==> src/rtl/efi_out_scheduler.sv <==
// Angle-triggered output scheduler: double-buffered start/duration per channel, fires on phase match.
// Optional EFI_SCHED_OVERRUN_EN: ignore retriggers while busy and raise sticky per-channel overrun flags.
module efi_out_scheduler #(
    parameter int  CHANNELS = 8,
    parameter int  PHASE_W  = 12,
    parameter int  DUR_W    = 16,
    parameter int  MAX_ON   = 20000,
    parameter bit  OUT_POL  = 1'b1,
    localparam int CH_W     = (CHANNELS > 1) ? $clog2(CHANNELS) : 1
) (
    input  logic                clk,
    input  logic                reset_n,
    input  logic                synced,
    input  logic [PHASE_W-1:0]  phase,
    input  logic                phase_stb,
    input  logic                wr_en,
    input  logic [CH_W-1:0]     wr_ch,
    input  logic [PHASE_W-1:0]  wr_start,
    input  logic [DUR_W-1:0]    wr_dur,
    output logic [CHANNELS-1:0] out,
    output logic [CHANNELS-1:0] busy,
    output logic                cycle_start,
    output logic                wr_err
`ifdef EFI_SCHED_OVERRUN_EN
    ,
    output logic [CHANNELS-1:0] overrun
`endif
);

    localparam logic [DUR_W-1:0] MAX_ON_D = DUR_W'(MAX_ON);

    logic [PHASE_W-1:0]  r_sh_start  [CHANNELS];
    logic [DUR_W-1:0]    r_sh_dur    [CHANNELS];
    logic [PHASE_W-1:0]  r_act_start [CHANNELS];
    logic [DUR_W-1:0]    r_act_dur   [CHANNELS];
    logic [DUR_W-1:0]    r_timer     [CHANNELS];
    logic [CHANNELS-1:0] r_busy;
    logic [CHANNELS-1:0] r_out;
    logic                r_cycle_start;
    logic                r_wr_err;

    logic                w_xfer;
    logic                w_ch_ok;
    logic [PHASE_W-1:0]  w_na_start [CHANNELS];
    logic [DUR_W-1:0]    w_na_dur   [CHANNELS];
    logic [DUR_W-1:0]    w_load     [CHANNELS];
    logic [CHANNELS-1:0] w_trig;
    logic [CHANNELS-1:0] w_fire;
    logic [CHANNELS-1:0] w_wr_hit;

    // Trigger decisions use the post-transfer ("next-active") config so start=0 fires on the transfer edge.
    always_comb begin
        w_xfer  = synced & phase_stb & (phase == '0);
        w_ch_ok = (32'(wr_ch) < 32'(CHANNELS));
        for (int i = 0; i < CHANNELS; i++) begin
            w_na_start[i] = w_xfer ? r_sh_start[i] : r_act_start[i];
            w_na_dur[i]   = w_xfer ? r_sh_dur[i]   : r_act_dur[i];
            w_load[i]     = (w_na_dur[i] > MAX_ON_D) ? MAX_ON_D : w_na_dur[i];
            w_trig[i]     = synced & phase_stb & (w_na_dur[i] != '0) & (phase == w_na_start[i]);
            w_wr_hit[i]   = wr_en & w_ch_ok & (wr_ch == CH_W'(i));
        end
`ifdef EFI_SCHED_OVERRUN_EN
        w_fire = w_trig & ~r_busy;
`else
        w_fire = w_trig;
`endif
    end

    always_ff @(posedge clk) begin
        if (!reset_n) begin
            for (int i = 0; i < CHANNELS; i++) begin
                r_sh_start[i]  <= '0;
                r_sh_dur[i]    <= '0;
                r_act_start[i] <= '0;
                r_act_dur[i]   <= '0;
                r_timer[i]     <= '0;
            end
            r_busy        <= '0;
            r_out         <= {CHANNELS{~OUT_POL}};
            r_cycle_start <= 1'b0;
            r_wr_err      <= 1'b0;
        end else begin
            r_cycle_start <= w_xfer;
            r_wr_err      <= wr_en & ~w_ch_ok;
            for (int i = 0; i < CHANNELS; i++) begin
                if (w_wr_hit[i]) begin
                    r_sh_start[i] <= wr_start;
                    r_sh_dur[i]   <= wr_dur;
                end
                // Non-blocking copy means a write on the transfer edge stays in shadow only.
                if (w_xfer) begin
                    r_act_start[i] <= r_sh_start[i];
                    r_act_dur[i]   <= r_sh_dur[i];
                end
                if (!synced) begin
                    r_timer[i] <= '0;
                    r_busy[i]  <= 1'b0;
                    r_out[i]   <= ~OUT_POL;
                end else if (w_fire[i]) begin
                    r_timer[i] <= w_load[i];
                    r_busy[i]  <= 1'b1;
                    r_out[i]   <= OUT_POL;
                end else if (r_busy[i]) begin
                    r_timer[i] <= r_timer[i] - DUR_W'(1);
                    r_busy[i]  <= (r_timer[i] > DUR_W'(1));
                    r_out[i]   <= (r_timer[i] > DUR_W'(1)) ? OUT_POL : ~OUT_POL;
                end
            end
        end
    end

`ifdef EFI_SCHED_OVERRUN_EN
    logic [CHANNELS-1:0] r_overrun;

    // A retrigger on the same edge as a clearing write keeps the flag set.
    always_ff @(posedge clk) begin
        if (!reset_n) begin
            r_overrun <= '0;
        end else begin
            for (int i = 0; i < CHANNELS; i++) begin
                if (w_trig[i] && r_busy[i]) begin
                    r_overrun[i] <= 1'b1;
                end else if (w_wr_hit[i]) begin
                    r_overrun[i] <= 1'b0;
                end
            end
        end
    end

    assign overrun = r_overrun;
`endif

    assign out         = r_out;
    assign busy        = r_busy;
    assign cycle_start = r_cycle_start;
    assign wr_err      = r_wr_err;

endmodule

==> config.mk <==
export PLATFORM = sky130hd
export DESIGN_NAME = efi_out_scheduler
export DESIGN_NICKNAME = d
export VERILOG_FILES = /design/src/rtl/efi_out_scheduler.sv
export SDC_FILE = /design/constraint.sdc
export NUM_CORES = 1
export LEC_CHECK = 0
export ABC_AREA = 1
export BUFFER_PORTS_ARGS = -buffer_cell sky130_fd_sc_hd__buf_2
export CORE_ASPECT_RATIO = 1.1
export CORE_MARGIN = 3
export CORE_UTILIZATION = 48
export DETAILED_ROUTE_END_ITERATION = 6
export SLEW_MARGIN = 0
export SYNTH_ARGS = -nofsm -noshare
export SYNTH_HDL_FRONTEND = slang
export SYNTH_SLANG_ARGS = --single-unit
==> constraint.sdc <==
create_clock -name clk -period 12.7 [get_ports clk]
set_clock_uncertainty 0.15 [all_clocks]
set_input_delay 2.54 -clock clk [delete_from_list [all_inputs] [get_ports clk]]
set_output_delay 2.54 -clock clk [all_outputs]
set_load 0.02 [all_outputs]
## Yosys cells after proc, flatten, opt, wreduce, memory -nomap -nowiden

Memory sizes are Yosys's and may differ from the RTL's.
Index checks and enable logic that the tools add are counted.

| word-level totals | value |
|---|---|
| memories | 5 |
| word-level logic and storage cells | 378 |
| bits in writable memories | 576 |
| output and inout port bits | 18 |
| bits of input ports | 48 |
| register bits | 17 |

| cells by class | value |
|---|---|
| $add $sub $neg | 8 |
| equal/unequal tests | 15 |
| bitwise gates (word level) | 82 |
| reduce and logical (&&, ||, !) cells | 19 |
| magnitude comparators | 16 |
| mux-type cells | 223 |

Memory list:

| memory | words | bits a word | rd ports | clocked after Yosys merged registers in | wr ports | line | source |
|---|---|---|---|---|---|---|---|
| r_act_dur | 8 | 16 | 8 | 0 | 8 | 35 | `logic [DUR_W-1:0] r_act_dur [CHANNELS];` |
| r_sh_dur | 8 | 16 | 8 | 0 | 8 | 33 | `logic [DUR_W-1:0] r_sh_dur [CHANNELS];` |
| r_timer | 8 | 16 | 8 | 0 | 8 | 36 | `logic [DUR_W-1:0] r_timer [CHANNELS];` |
| r_act_start | 8 | 12 | 8 | 0 | 8 | 34 | `logic [PHASE_W-1:0] r_act_start [CHANNELS];` |
| r_sh_start | 8 | 12 | 8 | 0 | 8 | 32 | `logic [PHASE_W-1:0] r_sh_start [CHANNELS];` |

Operators with widths:

| operator | number |
|---|---|
| $mux W16 | 56 |
| $mux W12 | 24 |
| $mux W1 | 143 |
| $gt A16 B1 Y1 const B | 8 |
| $gt A16 B15 Y1 const B | 8 |
| $reduce_bool A16 Y1 | 8 |
| $sub A16 B1 Y16 const B | 8 |
| $eq A12 B12 Y1 | 8 |
| $or A1 B1 Y1 | 56 |
| $and A1 B1 Y1 | 26 |
| $reduce_bool A2 Y1 | 8 |
| $eq A3 B3 Y1 const B | 4 |
| $logic_not A12 Y1 | 1 |
| $eq A3 B2 Y1 const B | 2 |
| $eq A3 B1 Y1 const B | 1 |
| $logic_not A3 Y1 | 1 |
| $reduce_and A2 Y1 | 1 |

## Logic depth before layout (Yosys ltp)

Gate-level depths: netlist of run 1.

| depth | value |
|---|---|
| depth in word-level cells | 12 |
| depth in mapped cells | 21 |
| mapped depth without buffers | 17 |

## Least setup slack after synthesis of run 1

No wires, ideal clock.

| timing path | value |
|---|---|
| path type | in2reg |
| start point | input phase[2] |
| end point | memory r_act_dur[0][0], enable pin |
| library setup time | 1.748 ns |
| stages | 11 |
| path slack | 3.043 ns |
| data required time | 10.802 ns |
| data arrival time | 7.759 ns |
| path buffers | 6 |
| cell sequence | clkbuf_1 > nor2_1 > nand2_1 > nor2_4 > nand2_2 > buf_2 > buf_2 > buf_2 > buf_2 > buf_1 > nand2_1 |

RTL lines:

| what | line | source |
|---|---|---|
| start, declared | 14 | `input logic [PHASE_W-1:0] phase,` |
| end, declared | 35 |  |

==> results.ini, run 1 <==
[cells_and_area]
stdcell_count=4798
drive_above_1_share_pct=6.37
layout_commonest_cell=nand2_1
regArea_sq_um=17600
layout.nets=3955
multiInputGateArea_sq_um=12000
area_growth_pct=9.33
fill_cells=6194
most-common-layout-cells=nand2_1 (1090), nor2_1 (621), edfxtp_1 (576), inv_1 (515), nand3_1 (318)

[pwr]
cellInternalPower_w=0.00341
powerDensity_nw_per_um2=128
pwr-share-comb_pct=7.9
netSwitchingFraction_pct=24.6
leakagePower_nw=16.2
p_clk_share_pct=41.4
p_seq_share_pct=50.7
p_sw_w=0.00111
ir_worst_vdd_uv=116

[cts]
cts_sinks=593
clockBufferDepth=3
cts_made_buffers=68
clk_latency_ps=610
cts_root_buf=clkbuf_16
ctsResizeCount=0
post_cts_buffers=0
holdBufCountCts=0
cts_max_level=3
clkTransAtPathRegs_ps=60
cts_tree=yes

[die]
die_h_um=278
rows=99
pin_count=66
core_sq_um=66500
initial_core_util_pct=48.5
chipWidth_um=253
design.die.area_sq_um=70400

[hold_path]
hp-start=out[6]
worstHoldPathCells=2
hp-class=reg -> reg

[setup_path]
max_stage_delay_ps=700
cp_top_family=simple AND/OR/NAND/NOR gates
worstPathRequired_ps=12620
cp_max_fo=38
crit_cells=17
critPathLaunch=synced
critPathSlowestCell=nand4_1
end_kind=flip-flop
crit_chain=buf_2, nand2_1, inv_2, nand2_1, nor2_4, buf_4, nand2_2, buf_4, inv_1, buf_4, o21ai_0, nor2_1, nand3_1, nor2_1, nand2_1, nand3_4, nand4_1
r2r_start=r_sh_dur[0][12]
path_class=in -> reg
worstSetupStartpointType=input pin
r2r.worst_path.cells=8
cp.buffers_inverters=6
crit_arrival_ps=6920

[global_routing]
grt_antenna_before_repair=2
gr-usage-met1_pct=35.3
gr-total-overflow=0
grt_first_pass_wirelength_um=135000
grtUsageTotal_pct=24.7
globalRoute.busiestLayer=met2
grt_use_met3_pct=3.41
met2_usage_pct=39.7
grt_max_degree=161
grt_pass1_vias=23300

[timing]
worst_pin_slew_ps=1130
rsz0062_at_grt=false
slew_violations=0
fmax_mhz=143
setup-violations-final=0
slew_headroom_pct=24.2
final_hold_viol_count=0
final.period_utilization_pct=55.1
fin_crit_ps=6990
setup_tns_ps=0
setup_ws_ps=5710

[placed_design]
dp_cells=4679
routabilityCongestion=0.883
port_buffers=64
dp_slack_ps=5100
dp_hpwl_um=59800

[routing]
dr.first_iter.drc_count=2241
routed_wl_um=87300
dr.pass1.iters=6
ant_nets=0
drc=0
post_drt_wl_per_cell_um=18.2
via_count=25000
vias_per_cell=5.21

[synthesis]
syn_inst=3883
ys_ff_latch=593
syn_nets=3947
yosys_warnings=0
synthDistinctLibCells=44
synth_area_per_cell_sq_um=8.31
synth.yosys.seq_area_share_pct=54.6
syn-cell-area_sq_um=32300

[status]
outcome=finished, final reports clean

[job]
cap_violations=0

per-layer routing:
layer / vias up / share of wire [%]
li1: 12500 / -
met1: 11600 / 45
met2: 738 / 46
met3: 113 / 6.4
met4: 2 / 2.4
met5: - / 0.015
worst reg2reg max path, delay by kind of cell, from the launching register on:
kind / cells / cell delay [ps]
buffers and inverters: 1 / 80
AOI/OAI and AO/OA: 1 / 420
and+or+nand+nor: 6 / 1320
DFF: 1 / 430
stage by stage:
step,utilization (%),area [sq um],power (W),hold WS [ps]
floorplan,-,32300,0.00257,347
detailed placement,49.9,33200,0.00269,311
global route,53.1,35300,0.00469,342
CTS,53.1,35300,0.00456,319
global placement,49.9,33200,0.00269,307
finish,53.1,35300,0.00452,310
cell families after synthesis:
kind of cell,count (synthesis),share of synthesized area (%)
AOI/OAI and AO/OA,322,5.72
buffers and inverters,682,8.52
adders and majority gates,16,0.620
other,1,0.0116
xor gates and xnor gates,98,2.66
DFF,593,54.6
and+or+nand+nor,2171,27.8
worst paths after layout:
path,slack (ps),to
max,5710,r_timer[0][3]
min,310,out[6]
max reg2reg,9760,r_timer[0][3]
min reg2reg,310,out[6]
cell usage after synthesis, drive strengths merged:
library cell	number	area, sq um
o41ai	6	52.6
buf	86	513
or2	15	93.8
nor4	12	75.1
o211ai	48	375
nand2	1096	4120
o2111ai	1	8.76
ha	16	200
nor2	641	2500
inv	520	1950
a21boi	25	188
nand4	22	138
xnor2	38	333
or3	1	6.26
and2	4	25.0
nand3	325	1690
edfxtp	576	17300
and3	3	18.8
o31ai	2	15.0
nor3	32	165
clkbuf	71	267
conb	1	3.75
clkinv	5	18.8
dfxtp	17	340
nand3b	20	150
a21oi	51	255
xor2	60	526
a31oi	1	6.26
o21ai	188	945
sequential cells by signal, indices dropped and copies added (netlist names):
| register | flops |
|---|---|
| busy | 8 |
| r_timer | 128 |
| r_act_start | 96 |
| r_sh_dur | 128 |
| r_act_dur | 128 |
| cycle_start | 1 |
| out | 8 |
| r_sh_start | 96 |
layout make-up:
class | count | area share (%)
tap | 858 | 3.04
antenna | 1 | 0.00709
timing repair buffer | 95 | 1.61
clock buffer | 80 | 4.95
sequential | 593 | 50.0
inverter | 525 | 5.59
multi-input combinational | 2608 | 33.9
clock inverter | 38 | 0.929
power by group through the flow:
| stage | Sequential, W | Clock, W | Combinational (W) |
|---|---|---|---|
| finish | 0.00229 | 0.00187 | 0.000355 |
| CTS | 0.00229 | 0.00191 | 0.000355 |
| floorplan | 0.00233 | 0 | 0.000240 |
| detailed placement | 0.00233 | 0 | 0.000352 |
| global route | 0.00230 | 0.00199 | 0.000398 |
| global placement | 0.00233 | 0 | 0.000354 |
(Power assumes the default switching activity.)
==> run 2: changes to the inputs <==
Clock period 12.7 ns to 7.3 ns, I/O delays scaled along.
==> results.ini, run 2 (synthesis results as in run 1) <==
[pwr]
cellInternalPower_w=0.00593
leakagePower_nw=16.3
powerDensity_nw_per_um2=221
pwr-share-comb_pct=8.0
p_sw_w=0.00189
p_seq_share_pct=50.9
p_clk_share_pct=41.1
ir_worst_vdd_uv=178
netSwitchingFraction_pct=24.2

[cells_and_area]
postLayoutCellArea_sq_um=35300
fill_cells=6239
layout_commonest_cell=nand2_1
final_util_pct=53.1
area_growth_pct=9.46
largestRegisters=r_act_dur x128, r_sh_dur x128, r_timer x128
drive_above_1_share_pct=6.45
most-common-layout-cells=nand2_1 (1090), nor2_1 (621), edfxtp_1 (576), inv_1 (515), nand3_1 (318)
layout.nets=3957

[hold_path]
hp-start=out[6]
holdPathEnd=out[6]
hp-class=reg -> reg
worstHoldPathCells=2

[cts]
clk_latency_ps=600
cts_sinks=593
cts_made_buffers=66
cts_max_level=3
clkTransAtPathRegs_ps=60
holdBufCountCts=0
cts_root_buf=clkbuf_16
cts_tree=yes
clockBufferDepth=3
ctsResizeCount=0
post_cts_buffers=0

[global_routing]
gr-total-overflow=0
grt_max_degree=140
grtUsageTotal_pct=24.8
grt_first_pass_wirelength_um=135000
grt_antenna_before_repair=2
grt_pass1_vias=23700

[routing]
via_count=25000
routed_wl_um=86900
drc=0
dr.pass1.iters=5
dr.first_iter.drc_count=1998
post_drt_wl_per_cell_um=18.1
ant_nets=0
vias_per_cell=5.21

[timing]
final.period_utilization_pct=72.7
worst_pin_slew_ps=1160
setup_ws_ps=1990
rsz0062_at_grt=false
fmax_mhz=188
slew_headroom_pct=22.4
slew_violations=0
setup_tns_ps=0
fin_crit_ps=5310
final_hold_viol_count=0
setup-violations-final=0
holdWs_ps=312

[setup_path]
r2r_start=r_act_start[0][31]
critPathSlowestCell=nand4_1
crit_arrival_ps=5220
cp_max_fo=26
worstSetupStartpointType=input pin
max_stage_delay_ps=740
r2r_end=r_timer[0][38]
cp_top_family=simple AND/OR/NAND/NOR gates
crit_cells=15
r2r.worst_path.cells=9
worstPathRequired_ps=7210
r2r_slack_ps=4320
cp.buffers_inverters=5
path_class=in -> reg
crit_chain=buf_2, inv_1, nand2_1, nor2_4, buf_4, nand2_2, inv_1, buf_4, o21ai_0, nor2_1, nand3_1, nor2_1, nand2_1, nand3_4, nand4_1
end_kind=flip-flop

[die]
pin_count=66
design.die.area_sq_um=70400
rows=99
chipWidth_um=253
core_sq_um=66500
initial_core_util_pct=48.5
die_h_um=278

[placed_design]
routabilityCongestion=0.865
port_buffers=64
dp_hpwl_um=58500
dpl_cell_area_sq_um=33300
dp_slack_ps=1370

[job]
cap_violations=0

[status]
outcome=finished, final reports clean

## run 2: layout make-up
cell class              count  area (sq um)  area share, %
clock buffers              88          1860           5.27
diodes                      1          2.50        0.00708
inverters                 525          1970           5.58
flip-flops and latches    593         17600           49.9
clock inverters            27           180          0.510
repair buffers             99           636           1.80
multi-input cells        2608         12000           33.9
well taps                 858          1070           3.04
## run 2: how the worst max path moves through the flow
stage	from	slack (ps)	endpoint
2_1_floorplan	phase[2]	1000	r_act_dur[0][0]
3_3_place_gp	phase[2]	1470	r_timer[0][23]
3_5_place_dp	phase[2]	1370	r_timer[0][23]
4_1_cts	phase[2]	1990	r_timer[0][19]
5_1_grt	phase[2]	1560	r_timer[0][27]
6_report	phase[2]	1990	r_timer[0][1]
## run 2: power groups by stage
stage	Combinational [W]	Clock [W]	Sequential [W]
floorplan	0.000417	0	0.00404
global placement	0.000620	0	0.00405
detailed placement	0.000620	0	0.00405
CTS	0.000624	0.00327	0.00398
global route	0.000700	0.00340	0.00400
finish	0.000622	0.00322	0.00398
## run 2: worst register-to-register path, stage by stage, from the launching register on
cell and delay (ps):
edfxtp_1 370, nand2_1 70, o21ai_0 260, nand2_1 140
nand2_1 60, nor2_1 140, nand2_1 80, nor2_2 400
nand3_4 300, nand4_1 610
## run 2: metal layers
layer  global-route usage (%)  part of all wire [%]  vias to the layer above
met3                     3.17                   5.7                      133
met1                     34.2                    45                    11700
met4                     8.37                   3.0                        2
met5                        0                 0.015                        -
met2                     40.8                    47                      684
li1                         -                     -                    12500
## run 2: per-stage QoR
| step | instances | power [W] |
|---|---|---|
| finish | 4799 | 0.00782 |
| detailed placement | 4683 | 0.00467 |
| global placement | 4683 | 0.00467 |
| floorplan | 3883 | 0.00446 |
| CTS | 4798 | 0.00788 |
| global route | 4799 | 0.00810 |
